<file path="src/rtl/tt_um_jimktrains_vslc.sv">
// VSLC: PLC-style 1-bit stack machine executing one instruction byte per clock.
// Top ties off the bidirectional pins; core wraps the executor that owns stack and coils.

module vslc_exec (
  input  logic       clk,
  input  logic       rst,
  input  logic       ena,
  input  logic [7:0] ui_in,
  input  logic [7:0] instr,
  output logic [7:0] stack,
  output logic [7:0] coils
);

  localparam logic [3:0] OP_NOP  = 4'h0;
  localparam logic [3:0] OP_LD   = 4'h1;
  localparam logic [3:0] OP_LDC  = 4'h2;
  localparam logic [3:0] OP_DROP = 4'h3;
  localparam logic [3:0] OP_AND  = 4'h4;
  localparam logic [3:0] OP_OR   = 4'h5;
  localparam logic [3:0] OP_XOR  = 4'h6;
  localparam logic [3:0] OP_NOT  = 4'h7;
  localparam logic [3:0] OP_DUP  = 4'h8;
  localparam logic [3:0] OP_SWAP = 4'h9;
  localparam logic [3:0] OP_ST   = 4'hA;
  localparam logic [3:0] OP_SET  = 4'hB;
  localparam logic [3:0] OP_RST  = 4'hC;
  localparam logic [3:0] OP_STP  = 4'hD;

  logic [3:0] op;
  logic [3:0] arg;
  logic [2:0] n;
  logic       src;
  logic [7:0] stack_nx;
  logic [7:0] coils_nx;

  assign op  = instr[7:4];
  assign arg = instr[3:0];
  assign n   = arg[2:0];
  // Coil readback uses the registered coils, so a same-cycle write is not visible.
  assign src = arg[3] ? coils[n] : ui_in[n];

  always_comb begin
    stack_nx = stack;
    coils_nx = coils;
    case (op)
      OP_NOP:  ;
      OP_LD:   stack_nx = {stack[6:0], src};
      OP_LDC:  stack_nx = {stack[6:0], arg[0]};
      OP_DROP: stack_nx = {1'b0, stack[7:1]};
      OP_AND:  stack_nx = {1'b0, stack[7:2], stack[0] & stack[1]};
      OP_OR:   stack_nx = {1'b0, stack[7:2], stack[0] | stack[1]};
      OP_XOR:  stack_nx = {1'b0, stack[7:2], stack[0] ^ stack[1]};
      OP_NOT:  stack_nx = {stack[7:1], ~stack[0]};
      OP_DUP:  stack_nx = {stack[6:0], stack[0]};
      OP_SWAP: stack_nx = {stack[7:2], stack[0], stack[1]};
      OP_ST:   coils_nx[n] = stack[0];
      OP_SET:  if (stack[0]) coils_nx[n] = 1'b1;
      OP_RST:  if (stack[0]) coils_nx[n] = 1'b0;
      OP_STP: begin
        coils_nx[n] = stack[0];
        stack_nx    = {1'b0, stack[7:1]};
      end
      default: ;
    endcase
  end

  always_ff @(posedge clk) begin
    if (rst) begin
      stack <= 8'h00;
      coils <= 8'h00;
    end else if (ena) begin
      stack <= stack_nx;
      coils <= coils_nx;
    end
  end

endmodule

module vslc_core (
  input  logic       clk,
  input  logic       rst,
  input  logic       ena,
  input  logic [7:0] ui_in,
  input  logic [7:0] instr,
  output logic [7:0] coils
);

  logic [7:0] stack;

  vslc_exec exec (
    .clk   (clk),
    .rst   (rst),
    .ena   (ena),
    .ui_in (ui_in),
    .instr (instr),
    .stack (stack),
    .coils (coils)
  );

endmodule

module tt_um_jimktrains_vslc (
  input  logic       clk,
  input  logic       rst,
  input  logic       ena,
  input  logic [7:0] ui_in,
  output logic [7:0] uo_out,
  input  logic [7:0] uio_in,
  output logic [7:0] uio_out,
  output logic [7:0] uio_oe
);

  assign uio_out = 8'h00;
  assign uio_oe  = 8'h00;

  vslc_core core (
    .clk   (clk),
    .rst   (rst),
    .ena   (ena),
    .ui_in (ui_in),
    .instr (uio_in),
    .coils (uo_out)
  );

endmodule

</file>
<file path="config.mk">
export PLATFORM = sky130hd
export DESIGN_NAME = tt_um_jimktrains_vslc
export DESIGN_NICKNAME = d
export VERILOG_FILES = /design/src/rtl/tt_um_jimktrains_vslc.sv
export SDC_FILE = /design/constraint.sdc
export NUM_CORES = 1
export LEC_CHECK = 0
export ABC_CLOCK_PERIOD_IN_PS = 3400
export BUFFER_PORTS_ARGS = -buffer_cell sky130_fd_sc_hd__buf_2
export CORE_ASPECT_RATIO = 1.25
export CORE_MARGIN = 4
export CORE_UTILIZATION = 53
export CTS_CLUSTER_DIAMETER = 100
export DETAILED_ROUTE_END_ITERATION = 10
export MAX_ROUTING_LAYER = met4
export PLACE_DENSITY = 0.84
export SYNTH_ARGS = -nofsm -noshare
export SYNTH_HDL_FRONTEND = slang
export SYNTH_HIERARCHICAL = 1
export SYNTH_SLANG_ARGS = --single-unit
</file>
<file path="constraint.sdc">
create_clock -name clk -period 3.4 [get_ports clk]
set_input_delay 0.51 -clock clk [delete_from_list [all_inputs] [get_ports clk]]
set_output_delay 0.51 -clock clk [all_outputs]
set_load 0.005 [all_outputs]
</file>
After elaboration in Yosys (flattened, before gate mapping)
Index checks and enable logic that the tools add are counted.

word-level totals
  register bits after elaboration = 16
  latch bits = 0
  bits in writable memories = 0
  memory bits (read-only) = 0
  input port bits = 19
  output and inout bits = 24
  logic and storage cells = 54
  memories = 0

operators by class
  add/subtract/negate cells = 0
  $mul = 0
  div/mod/pow operators = 0
  magnitude comparators = 2
  equal/unequal tests = 15
  shift operators = 0
  multiplexer cells = 12
  bitwise operators = 10
  reduce and logical (&&, ||, !) cells = 11

operators by type and width
  cell                                                                                 number
  8-bit one-hot mux with 9 select lines                                                1
  4-bit equality test, second input constant                                           6
  8-bit one-hot mux with 3 select lines                                                1
  4-bit by 3-bit equality test with 1-bit output, second input constant                4
  8-bit 2-to-1 mux                                                                     2
  8-bit nonzero test                                                                   2
  8-bit AND                                                                            1
  8-bit bitwise mux                                                                    1
  4-bit by 2-bit equality test with 1-bit output, second input constant                2
  8-bit inverter                                                                       1
  8-bit bitwise OR                                                                     1
  4-bit AND reduction                                                                  2
  7-bit nonzero test                                                                   1
  1-bit binary-select mux with 3-bit select                                            2
  3-bit AND reduction                                                                  2
  4-bit by 1-bit equality test with 1-bit output, second input constant                1
  3-bit by 4-bit less-than comparator with 1-bit output, second input constant         1
  1-bit 2-to-1 mux                                                                     4
  2-bit inequality test, second input constant                                         2
  1-bit inverter                                                                       4
  2-bit OR reduction                                                                   2
  1-bit demux with 3-bit select                                                        1
  3-bit by 1-bit greater-or-equal comparator with 1-bit output, second input constant  1
  3-bit nonzero test                                                                   1
  4 further kinds                                                                      4

Longest topological paths before layout
Gate-level depths: netlist of the first run.

  depth after elaboration = 8
  mapped depth = 8

Cells and area by module
Netlist of the first run, hierarchy kept.

by module, submodules not included
  module                 times used  cells an instance  area each (um2)  sequential area each (um2)
  vslc_exec              1           137                1132.3           320.3
  tt_um_jimktrains_vslc  1           17                 123.9            0.0

Worst setup path before layout of the first run
No wires, ideal clock.

  path kind = input to register
  start = input uio_in[5]
  end = register core.exec.coils[1]
  setup time = 0.134 ns
  data arrival time = 1.693 ns
  data required time = 3.266 ns
  setup slack = 1.573 ns
  stages = 7
  buffers on the path = 2
  cell sequence = buf_2 -> buf_4 -> xor2_1 -> o211a_1 -> nand4_1 -> o311ai_0 -> o31ai_1

between the ends
  cells in the longest elaborated chain, start to end = 4
  elaborated cells on any way between the ends = 10
  those cells by class = eq/ne (6); mux (1); reduce/logical (3)

ends and longest elaborated chain
  element                        RTL line  source
  start, declared                108       input logic [7:0] uio_in,
  4-bit equality test            45        case (op)
  2-bit OR reduction (no line)   n/a
  3-bit nonzero test (no line)   n/a
  4-bit AND reduction (no line)  n/a
  end signal, assigned           73        coils <= coils_nx;
  end, declared                  11        output logic [7:0] coils

Parallel ways exist; a longest one is shown, timed or not.
A chain may end at the register's enable or synchronous reset.

Final worst setup path of the first run
  start = input uio_in[4]
  end = register core.exec.stack[7]

between the ends
  cells in the longest elaborated chain, start to end = 4
  elaborated cells on any way between the ends = 16
  those cells by class = eq/ne (10); mux (1); bitwise (2); reduce/logical (3)

ends and longest elaborated chain
  element                                                                                       RTL line  source
  4-bit equality test / 4-bit by 2-bit equality test with 1-bit output (equally long branches)  45
  2-bit OR reduction (no line)                                                                  n/a
  7-bit nonzero test (no line)                                                                  n/a
  4-bit AND reduction (no line)                                                                 n/a
  end signal, assigned                                                                          72        stack <= stack_nx;
  end, declared                                                                                 10        output logic [7:0] stack,

Parallel ways exist; a longest one is shown, timed or not.

==> flow_metrics.env, run 1 <==
export IMPL_clkSlewWorstSetupHoldPaths_ps=90
export IMPL_layout_drive_gt1_share_pct=21.5
export IMPL_power_total_w=0.000429
export IMPL_finalSetupTns_ps=0
export IMPL_wirelength_um=2800
export IMPL_fp_row_count=19
export IMPL_yosysUniqueCellTypes=45
export IMPL_grt_max_degree=21
export IMPL_hold_violations=0
export IMPL_synth_area_mm2=0.00126
export IMPL_powerDensity_mw_per_mm2=320
export IMPL_nets=194
export IMPL_async_reset_ff_share_pct=0
export IMPL_core_area_mm2=0.00223
export IMPL_numCtsBuffers=3
export IMPL_hp_class="reg2reg"
export IMPL_cp_data_arrival_time_ps=2130
export IMPL_die_width_um=51.5
export IMPL_yosysSeqAreaShare_pct=25.5
export IMPL_worstSetupStartpointType="input port"
export IMPL_synth_seq_cells=16
export IMPL_cts_resized=0
export IMPL_place_congestion=0.840
export IMPL_leakage_nw=0.571
export IMPL_cts_buffer_depth=2
export IMPL_ioPinCount=43
export IMPL_run_status="completed"
export IMPL_drtIter0Drc=42
export IMPL_dp_final_hpwl_um=2190
export IMPL_drc_errors=0
export IMPL_fin_ws_ps=1500
export IMPL_grt_pass1_wl_um=4620
export IMPL_insertion_delay_ps=280
export IMPL_dr_total_vias=1166
export IMPL_postSynthAreaPerCell_um2=8.16
export IMPL_worstSetupPathType="in2reg"
export IMPL_postCtsHoldBufs=0
export IMPL_syn_inst=154
export IMPL_crit_fanout=12
export IMPL_grt_usage_pct=18.0
export IMPL_cts_sinks=16
export IMPL_grt_pass1_vias=1111
export IMPL_cp_end_kind="flop"
export IMPL_ys_warn_count=6
export IMPL_grt_setup_unrepaired="false"
export IMPL_wl_per_cell_um=13.8
export IMPL_initial_utilization_pct=56.2
export IMPL_cts_tree="done"
export IMPL_max_freq_mhz=525
export IMPL_final_period_utilization_pct=56.0
export IMPL_dp_worst_setup_slack_ps=1210
export IMPL_antenna_cells=0
export IMPL_vdd_drop_max_v=0.000212
export IMPL_drtAntennaViolNets=0
export IMPL_area_growth_pct=6.77
export IMPL_detail_route_first_pass_iterations=4
export IMPL_cts_htree_levels=1
export IMPL_grt_ovfl_total=0
export IMPL_drv_slew=0
export IMPL_min_period_ps=1900
export IMPL_place_port_buffers=26
export IMPL_worstHoldPathCells=2
export IMPL_die_area_mm2=0.00322
export IMPL_relSlewSlack_pct=45.1
export IMPL_rr_worst_depth=6
export IMPL_setup_viol=0
export IMPL_yosys_most_used_dff="dfxtp_1"
export IMPL_die_h_um=62.4
export IMPL_synth_edff_count=0
export IMPL_fin_skew_ps=1.23
export IMPL_worstMarginPinSlew_ps=822
export IMPL_drv_cap=0
export IMPL_post_cts_buffers=0
export IMPL_routed_via_density=5.74
export IMPL_cts_root_buf="clkbuf_4"
export IMPL_crit_required_ps=3620
export IMPL_antenna_found_initial=0
critical path, stage by stage:
cell,delay (ps)
buf_2,210
mux2i_1,250
nand2b_1,130
o2111ai_1,400
or3_1,490
a21oi_1,140
synth_stat cells, drive strengths merged (4+ instances only):
master,n,share of area [%]
nand2,7,2.1
nand2b,6,3.0
clkbuf,5,1.5
o211ai,5,3.0
a21oi,6,2.4
inv,11,3.3
buf,22,13
mux2i,4,3.2
o21ai,9,3.6
a211oi,6,3.6
o22ai,7,3.5
dfxtp,16,25
nor2,9,2.7
stage by stage:
stage          area (µm²)  util [%]  std cells  hold slack, ps
2_1_floorplan        1310         -        169             427
3_3_place_gp         1310      58.4        199             437
3_5_place_dp         1310      58.4        199             449
4_1_cts              1340      60.0        203             461
5_1_grt              1340      60.0        203             473
6_report             1340      60.0        203             457
cell usage in the layout (no fill, tap or decap), drive strengths merged, types with 6 or more instances in the layout:
cell type / count
nand2: 7
inv: 11
nand2b: 6
conb: 16
dfxtp: 16
o21ai: 9
a211oi: 6
o22ai: 7
nor2: 9
buf: 26
a21oi: 6
power by group:
group          switching [W]  internal (W)
Combinational      0.0000620     0.0000421
Clock              0.0000602     0.0000652
Sequential        0.00000411      0.000195
per-layer routing:
layer	global-route usage, %	vias to the layer above	share of wire (%)
met4	5.90	0	1.2
met5	-	-	0
li1	-	573	-
met1	18.5	553	38
met2	33.9	34	56
met3	2.15	6	4.4
cell type report:
| cell class | count | area [µm²] |
|---|---|---|
| clock buffers | 4 | 36.3 |
| inverters | 11 | 41.3 |
| flip-flops and latches | 16 | 320 |
| fillers | 222 | 893 |
| repair buffers | 26 | 130 |
| multi-input cells | 115 | 774 |
| well taps | 31 | 38.8 |
registers in the layout, indices dropped and copies added, names as in the netlist:
signal,cells
core/exec/stack,8
core/exec/coils,8
worst paths after layout:
check,startpoint,end,slack [ps]
setup / recovery,uio_in[4],core/exec/stack[7]$_SDFFE_PP0P_,1500
hold / removal,core/exec/stack[7]$_SDFFE_PP0P_,core/exec/stack[7]$_SDFFE_PP0P_,460
setup reg to reg,core/exec/stack[0]$_SDFFE_PP0P_,core/exec/stack[0]$_SDFFE_PP0P_,1590
hold reg to reg,core/exec/stack[7]$_SDFFE_PP0P_,core/exec/stack[7]$_SDFFE_PP0P_,460
kinds of logic after synthesis:
| family | Yosys count | share of synthesized area [%] |
|---|---|---|
| AND/OR/NAND/NOR | 37 | 15.8 |
| XOR/XNOR | 3 | 2.09 |
| AO/OA/AOI/OAI | 48 | 26.6 |
| multiplexers | 9 | 10.4 |
| adder cells (fa/ha/maj) | 2 | 1.99 |
| other | 1 | 0.299 |
| flip-flops | 16 | 25.5 |
| buffers and inverters | 38 | 17.3 |
(Power assumes the default switching activity.)
==> run 2: changes to the inputs <==
--- a/config.mk
+++ b/config.mk
@@ -5,15 +5,15 @@
 export SDC_FILE = /design/constraint.sdc
 export NUM_CORES = 1
 export LEC_CHECK = 0
-export ABC_CLOCK_PERIOD_IN_PS = 3400
+export ABC_CLOCK_PERIOD_IN_PS = 1700
 export BUFFER_PORTS_ARGS = -buffer_cell sky130_fd_sc_hd__buf_2
 export CORE_ASPECT_RATIO = 1.25
 export CORE_MARGIN = 4
-export CORE_UTILIZATION = 53
+export CORE_UTILIZATION = 45
 export CTS_CLUSTER_DIAMETER = 100
 export DETAILED_ROUTE_END_ITERATION = 10
 export MAX_ROUTING_LAYER = met4
-export PLACE_DENSITY = 0.84
+export PLACE_DENSITY = 0.76
 export SYNTH_ARGS = -nofsm -noshare
 export SYNTH_HDL_FRONTEND = slang
 export SYNTH_HIERARCHICAL = 1
==> constraint.sdc (replaced) <==
create_clock -name clk -period 1.7 [get_ports clk]
set_input_delay 0.255 -clock clk [delete_from_list [all_inputs] [get_ports clk]]
set_output_delay 0.255 -clock clk [all_outputs]
set_load 0.005 [all_outputs]
==> flow_metrics.env, run 2 (synthesized netlist as in run 1, its figures left out) <==
export IMPL_detail_route_first_pass_iterations=4
export IMPL_fin_ws_ps=53.5
export IMPL_initial_utilization_pct=46.9
export IMPL_antenna_found_initial=0
export IMPL_vdd_drop_max_v=0.000452
export IMPL_design_area_mm2=0.00145
export IMPL_cp_buffers_inverters=1
export IMPL_pwr_share_seq_pct=44.3
export IMPL_finalSetupTns_ps=0
export IMPL_die_width_um=55.3
export IMPL_ff2ff_setup_slack_ps=50
export IMPL_dr_total_vias=1191
export IMPL_crit_path_start="core/exec/stack[0]$_SDFFE_PP0P_"
export IMPL_cp_depth=6
export IMPL_hold_violations=0
export IMPL_max_freq_mhz=607
export IMPL_place_congestion=0.943
export IMPL_cts_tree="done"
export IMPL_drtIter0Drc=37
export IMPL_drc_errors=0
export IMPL_cp_slowest_cell="mux4_2"
export IMPL_setup_viol=0
export IMPL_wl_per_cell_um=14.1
export IMPL_cpPeakStageDelay_ps=460
export IMPL_fin_skew_ps=4.56
export IMPL_insertion_delay_ps=290
export IMPL_final_common_cell="buf_2"
export IMPL_finish_utilization_pct=53.9
export IMPL_switchingPower_w=0.000268
export IMPL_layout_drive_gt1_share_pct=28.1
export IMPL_grt_max_degree=14
export IMPL_cts_sinks=16
export IMPL_cp_data_arrival_time_ps=1830
export IMPL_worstMarginPinSlew_ps=513
export IMPL_relSlewSlack_pct=65.8
export IMPL_numCtsBuffers=3
export IMPL_crit_required_ps=1880
export IMPL_cts_htree_levels=1
export IMPL_mostFrequentLayoutCells="buf_2 (26), conb_1 (16), dfxtp_1 (14)"
export IMPL_run_status="completed"
export IMPL_seqCellArea_um2=323
export IMPL_area_growth_pct=15.0
export IMPL_internal_power_w=0.000629
export IMPL_min_period_ps=1650
export IMPL_cp_end_kind="flop"
export IMPL_worstSetupEndpoint="core/exec/stack[0]$_SDFFE_PP0P_"
export IMPL_pwr_share_comb_pct=27.1
export IMPL_fp_row_count=21
export IMPL_nets=207
export IMPL_grt_setup_unrepaired="false"
export IMPL_drv_cap=0
export IMPL_pwr_share_clk_pct=28.6
export IMPL_top_regs="core/exec/coils x8, core/exec/stack x8"
export IMPL_core_area_mm2=0.00268
export IMPL_routed_via_density=5.44
export IMPL_critPathTopFamily="multiplexers"
export IMPL_grt_usage_pct=16.7
export IMPL_ioPinCount=43
export IMPL_drv_slew=0
export IMPL_die_h_um=67.1
export IMPL_critical_path_cell_chain="inv_1 -> ha_1 -> mux4_2 -> nand3b_1 -> and4_1 -> a211oi_1"
export IMPL_die_area_mm2=0.00371
export IMPL_timing_rr_start="core/exec/stack[0]$_SDFFE_PP0P_"
export IMPL_reg2reg_to="core/exec/stack[0]$_SDFFE_PP0P_"
export IMPL_rr_worst_depth=6
export IMPL_holdCritStartpoint="ena"
export IMPL_antenna_cells=0
export IMPL_hp_class="in2reg"
export IMPL_switching_share_pct=29.8
export IMPL_dp_worst_setup_slack_ps=-71.4
export IMPL_powerDensity_mw_per_mm2=620
export IMPL_wirelength_um=3090
export IMPL_postPlaceCellArea_mm2=0.00141
export IMPL_fillers=271
export IMPL_drtAntennaViolNets=0
export IMPL_dp_final_hpwl_um=2460
export IMPL_cts_root_buf="clkbuf_4"
export IMPL_grt_pass1_wl_um=4820
export IMPL_multiInputGateArea_um2=774
export IMPL_cts_buffer_depth=2
export IMPL_grt_ovfl_total=0
export IMPL_grt_pass1_vias=1089
export IMPL_crit_fanout=4
export IMPL_clkSlewWorstSetupHoldPaths_ps=100
export IMPL_final_period_utilization_pct=96.9
export IMPL_place_port_buffers=26
export IMPL_worstSetupStartpointType="flop"
export IMPL_worstSetupPathType="reg2reg"
export IMPL_leakage_nw=0.634
-- run 2: metrics by stage --
stage / hold WS [ps] / power (W) / cells
floorplan: 423 / 0.000591 / 169
global placement: 433 / 0.000634 / 215
detailed placement: 442 / 0.000643 / 215
CTS: 267 / 0.000899 / 219
global route: 272 / 0.000952 / 219
finish: 270 / 0.000897 / 219
-- run 2: worst register-to-register path, stage by stage (launching register included) --
cell	delay [ps]
dfxtp_2	340
inv_1	80
ha_1	310
mux4_2	460
nand3b_1	90
and4_1	190
a211oi_1	70
-- run 2: worst min-delay path by stage --
stage                                            to  slack [ps]  cells past startpoint
detailed placement  core/exec/stack[7]$_SDFFE_PP0P_         440                      2
floorplan           core/exec/stack[1]$_SDFFE_PP0P_         420                      2
global route        core/exec/coils[0]$_SDFFE_PP0P_         270                      2
global placement    core/exec/stack[7]$_SDFFE_PP0P_         430                      2
CTS                 core/exec/stack[1]$_SDFFE_PP0P_         270                      3
finish              core/exec/stack[1]$_SDFFE_PP0P_         270                      3
-- run 2: what timing repair did --
| item | 4_1_cts | 5_1_grt |
|---|---|---|
| setup buffers | 0 | 0 |
| hold buffers | 0 | 0 |
| endpoints found under the setup margin | 0 | 1 |
| gates resized for setup | 0 | 2 |
-- run 2: metal layers --
| metal | track usage, % | wire length (µm) |
|---|---|---|
| met1 | 16.9 | 1210 |
| met3 | 2.33 | 119 |
| met4 | 4.56 | 0 |
| met2 | 33.3 | 1760 |
| met5 | - | 0 |
-- run 2: layout make-up --
type / instances / area share [%]
Tap cell: 34 / 2.94
Inverter: 11 / 2.86
Multi-Input combinational cell: 115 / 53.6
Sequential cell: 16 / 22.3
Clock buffer: 4 / 2.51
Timing Repair Buffer: 39 / 15.8
-- run 2: power by group through the flow --
stage	logic, W	registers, W	clock network [W]
5_1_grt	0.000268	0.000399	0.000285
3_3_place_gp	0.000229	0.000405	0
2_1_floorplan	0.000186	0.000405	0
3_5_place_dp	0.000238	0.000405	0
4_1_cts	0.000240	0.000396	0.000263
6_report	0.000243	0.000397	0.000256
